File: config.mk
export PLATFORM = sky130hd
export DESIGN_NAME = sram_like_arbiter
export DESIGN_NICKNAME = d
export VERILOG_FILES = /design/src/rtl/sram_like_arbiter.sv
export SDC_FILE = /design/constraint.sdc
export NUM_CORES = 1
export LEC_CHECK = 0
export ABC_AREA = 1
export BUFFER_PORTS_ARGS = -buffer_cell sky130_fd_sc_hd__clkbuf_2
export CORE_AREA = 10 10 105 107
export DETAILED_ROUTE_END_ITERATION = 8
export DIE_AREA = 0 0 115 117
export PLACE_DENSITY = 0.64
export SKIP_CTS_REPAIR_TIMING = 1
export SLEW_MARGIN = 30
export SYNTH_ARGS = -nofsm -noshare
export SYNTH_HDL_FRONTEND = slang
export SYNTH_SLANG_ARGS = --single-unit
File: constraint.sdc
create_clock -name clk -period 2.8 [get_ports clk]
set_clock_uncertainty 0.15 [all_clocks]
set_input_delay 0 -clock clk [delete_from_list [all_inputs] [get_ports clk]]
set_output_delay 0 -clock clk [all_outputs]
set_load 0.03 [all_outputs]
File: src/rtl/sram_like_arbiter.sv
// N-master to 1-slave arbiter for the SRAM-like req/addr_ok/data_ok bus.
// In-order ID FIFO routes each data_ok back to its issuing master.
module sram_like_arbiter #(
   parameter int N_MST    = 2,
   parameter int ADDR_W   = 32,
   parameter int DATA_W   = 32,
   parameter int MAX_OUT  = 4,
   parameter int ARB_MODE = 0
) (
   input  logic                         clk,
   input  logic                         reset,
   input  logic [N_MST-1:0]             m_req,
   input  logic [N_MST-1:0]             m_wr,
   input  logic [2*N_MST-1:0]           m_size,
   input  logic [(DATA_W/8)*N_MST-1:0]  m_wstrb,
   input  logic [ADDR_W*N_MST-1:0]      m_addr,
   input  logic [DATA_W*N_MST-1:0]      m_wdata,
   output logic [N_MST-1:0]             m_addr_ok,
   output logic [N_MST-1:0]             m_data_ok,
   output logic [DATA_W-1:0]            m_rdata,
   output logic                         s_req,
   output logic                         s_wr,
   output logic [1:0]                   s_size,
   output logic [DATA_W/8-1:0]          s_wstrb,
   output logic [ADDR_W-1:0]            s_addr,
   output logic [DATA_W-1:0]            s_wdata,
   input  logic                         s_addr_ok,
   input  logic                         s_data_ok,
   input  logic [DATA_W-1:0]            s_rdata,
   output logic                         err
);

   localparam int ID_W  = (N_MST > 1) ? $clog2(N_MST) : 1;
   localparam int PTR_W = $clog2(MAX_OUT);
   localparam int CNT_W = PTR_W + 1;
   localparam int SW    = DATA_W / 8;

   logic [ID_W-1:0]  fifo [MAX_OUT];
   logic [PTR_W-1:0] rd_ptr;
   logic [PTR_W-1:0] wr_ptr;
   logic [CNT_W-1:0] count;
   logic [ID_W-1:0]  rr_ptr;
   logic [ID_W-1:0]  locked_id;
   logic [ID_W-1:0]  grant;
   logic [ID_W-1:0]  rr_next;
   logic [ID_W-1:0]  head_id;
   logic             lock;
   logic             full;
   logic             req_g;
   logic             hs;
   logic             pop;
   logic             found;

   // A stalled request keeps its grant until the slave accepts it.
   always_comb begin
      grant = '0;
      found = 1'b0;
      if (lock) begin
         grant = locked_id;
      end else if (ARB_MODE == 0) begin
         for (int i = N_MST - 1; i >= 0; i--) begin
            if (m_req[i]) grant = ID_W'(i);
         end
      end else begin
         for (int k = 0; k < N_MST; k++) begin
            if (!found && m_req[(int'(rr_ptr) + k) % N_MST]) begin
               grant = ID_W'((int'(rr_ptr) + k) % N_MST);
               found = 1'b1;
            end
         end
      end
   end

   always_comb begin
      req_g   = 1'b0;
      s_wr    = 1'b0;
      s_size  = '0;
      s_wstrb = '0;
      s_addr  = '0;
      s_wdata = '0;
      for (int i = 0; i < N_MST; i++) begin
         if (grant == ID_W'(i)) begin
            req_g   = m_req[i];
            s_wr    = m_wr[i];
            s_size  = m_size[2*i +: 2];
            s_wstrb = m_wstrb[SW*i +: SW];
            s_addr  = m_addr[ADDR_W*i +: ADDR_W];
            s_wdata = m_wdata[DATA_W*i +: DATA_W];
         end
      end
   end

   assign full    = (count == CNT_W'(MAX_OUT));
   assign s_req   = req_g & ~full & ~reset;
   assign hs      = s_req & s_addr_ok;
   assign head_id = fifo[rd_ptr];
   assign pop     = s_data_ok & (count != '0) & ~reset;
   assign m_rdata = s_rdata;
   assign rr_next = (grant == ID_W'(N_MST - 1)) ? '0 : grant + ID_W'(1);

   always_comb begin
      m_addr_ok = '0;
      m_data_ok = '0;
      for (int i = 0; i < N_MST; i++) begin
         m_addr_ok[i] = hs & (grant == ID_W'(i));
         m_data_ok[i] = pop & (head_id == ID_W'(i));
      end
   end

   always_ff @(posedge clk) begin
      if (hs) fifo[wr_ptr] <= grant;
   end

   always_ff @(posedge clk) begin
      if (reset) begin
         rd_ptr    <= '0;
         wr_ptr    <= '0;
         count     <= '0;
         rr_ptr    <= '0;
         lock      <= 1'b0;
         locked_id <= '0;
         err       <= 1'b0;
      end else begin
         if (hs) begin
            wr_ptr <= wr_ptr + PTR_W'(1);
            lock   <= 1'b0;
            if (ARB_MODE == 1) rr_ptr <= rr_next;
         end else if (s_req) begin
            lock      <= 1'b1;
            locked_id <= grant;
         end
         if (pop) rd_ptr <= rd_ptr + PTR_W'(1);
         // A response with nothing outstanding is a slave protocol error.
         if (s_data_ok && count == '0) err <= 1'b1;
         count <= count + CNT_W'(hs) - CNT_W'(pop);
      end
   end

endmodule

==> impl_metrics.py <==
metrics = {
    "sta": {
        "max_freq_mhz": 410.3,
        "slew_headroom_pct": 51.94,
        "period_needed_ps": 2437,
        "worst_pin_slew_ps": 720.8,
        "setup_viol": 0,
        "hold_violations": 0,
        "period_share_pct": 87.05,
        "slew_violations": 0,
        "rsz0062_at_grt": "false",
        "tns_ps": 0,
    },
    "status": {
        "status": "complete, no violations",
    },
    "clock_tree": {
        "clock_sinks": 16,
        "cts-root-buf": "clkbuf_8",
        "cts.path.max_buffers": 2,
        "cts_tree": "done",
        "cts.htree.levels": 1,
        "clk_pin_slew_ps": 60,
        "numCtsBuffers": 3,
        "worstSkewPairLatency_ps": 250,
    },
    "layout": {
        "area_delta_synth_final_pct": 65.75,
        "postLayoutCellArea_mm2": 0.003318,
        "drive_gt1_share_pct": 40.99,
        "nNetsFinal": 771,
        "layoutNonFillerInstCount": 695,
        "utilization_pct": 36.78,
    },
    "logic_synthesis": {
        "synthCells": 366,
        "synth_commonest_cells": "229 x nand2_1, 33 x buf_4, 25 x inv_1",
        "synth_most_common_cell": "nand2_1",
        "synth_top_area_share_pct": 42.94,
        "synth-seq-cells": 16,
        "synth_area_leaders": "nand2_1 43%, buf_4 12%, dfxtp_1 12%, edfxtp_1 6.0%, inv_1 4.7%",
        "synth_seq_area_share_pct": 18.00,
        "yosys.area.top_type": "nand2_1",
        "async_reset_ff_share_pct": 0,
        "ys_types": 23,
        "synth_ff_type": "dfxtp_1",
        "avgSynthCellArea_um2": 5.470,
        "synth_warnings": 0,
        "synth_nets": 553,
        "netlist_area_mm2": 0.002002,
        "synth_edf_count": 4,
    },
    "routing": {
        "wire_per_inst_um": 15.87,
        "routed_wl_um": 11030,
        "first_pass_iters": 4,
        "vias": 2939,
        "drt_iter0_drc": 174,
        "drc_errors": 0,
        "avgViaCountPerCell": 4.229,
        "ant_nets": 0,
    },
    "placement": {
        "place_area_mm2": 0.002930,
        "place_inst": 656,
        "hpwl_um": 8850,
        "portBuffers": 224,
        "place.gp.congestion": 0.8014,
    },
    "power": {
        "power_density_mw_per_mm2": 584.0,
        "vdd_drop_max_v": 0.0004131,
        "p_leak_nw": 2.140,
    },
    "worst_setup_path": {
        "cp.required_ps": 2790,
        "critPathMaxStageDelay_ps": 390,
        "rr_worst_depth": 11,
        "endpoint_kind": "flop",
        "crit_arrival_ps": 2420,
        "path_max_fanout": 10,
        "crit_chain": "nor2_2, a21oi_4, nand3_4, ha_1, inv_1, ha_1, inv_1, fa_1, xnor2_1, o21ai_0, a21oi_1",
        "start_kind": "flop",
        "crit_type": "flop to flop",
        "path_depth": 11,
        "cp_top_family": "adder cells",
        "cp.buffers_inverters": 2,
        "critPathSlowestCell": "dfxtp_1",
    },
    "global_route": {
        "antenna_found_initial": 0,
        "grt_pass1_wl_um": 14000,
        "grt_max_degree": 74,
        "grt_pass1_vias": 2819,
        "grt_usage_pct": 12.69,
        "grt_remaining_overflow": 0,
    },
    "floorplan": {
        "die_w_um": 115,
        "initial_core_util_pct": 22.19,
        "die_area_mm2": 0.01346,
        "coreArea_mm2": 0.009021,
        "ios": 289,
        "row_count": 35,
        "fp.dieH_um": 117,
    },
    "job": {
        "max_cap_viol_count": 0,
    },
    "worst_hold_path": {
        "hold_path_class": "input port to flop",
        "min_path_cells": 5,
    },
}
## metrics by stage
stage | hold slack (ps) | power, mW | setup WS [ps]
global route | 18.53 | 2.106 | 167.5
global placement | -149.8 | 1.665 | 459.6
CTS | -149.8 | 1.865 | 366.8
finish | 7.480 | 1.938 | 362.6
floorplan | -80.93 | 1.353 | 548.0
detailed placement | -149.8 | 1.685 | 380.5
## report_power, final
part           leakage, nW  internal [mW]  total, mW  switching [mW]
Sequential           0.135          0.284      0.316          0.0316
Clock               0.0231         0.0972      0.172          0.0746
Combinational         1.98          0.430       1.45            1.02
## final timing paths
kind	start	endpoint	slack, ps
worst max-delay path	count[1]	count[2]	360
worst min-delay path	s_data_ok	rd_ptr[0]	7
worst max register to register	count[1]	count[2]	360
worst min register to register	rd_ptr[1]	rd_ptr[1]	320
## routing by layer
layer  global-route usage (%)  vias up  routed length [um]  part of all wire [%]
met3                    7.136        9                1439                    13
met4                    3.135        0                 100                  0.91
met1                    13.23     1281                3775                    34
li1                         -     1491                   -                     -
met2                    21.62      158                5715                    52
met5                   0.3906        -                   0                     0
## cell usage in the layout (no fill, tap or decap), drive strengths merged, types with 2 or more instances in the layout
| cell | count |
|---|---|
| dlygate4sd3 | 34 |
| a21oi | 6 |
| nand2 | 233 |
| edfxtp | 4 |
| ha | 6 |
| clkbuf | 227 |
| inv | 27 |
| dfxtp | 12 |
| nand3 | 4 |
| buf | 2 |
| nand4 | 3 |
| nor2 | 17 |
| o21ai | 3 |
## worst min-delay path, delay by kind of cell
family	cells	cell delay [ps]
simple gates	3	200
buf+inv	2	170
## final cells by class
cell class / count / area (um2)
inverter: 27 / 101.3
timing repair buffer: 260 / 1489
fill: 992 / 5703
tap: 111 / 138.9
clock buffer: 3 / 41.29
multi-input combinational: 276 / 1181
clock inverter: 1 / 3.754
sequential: 16 / 360.3
antenna: 1 / 2.502
## cells by family after synthesis
family	Yosys count	synth area share, %
simple gates	258	50.38
buf+inv	74	23.13
flops	16	18.00
compound gates	10	3.312
fa+ha+maj	7	4.750
xor+xnor	1	0.4376
(Power assumes the default switching activity.)
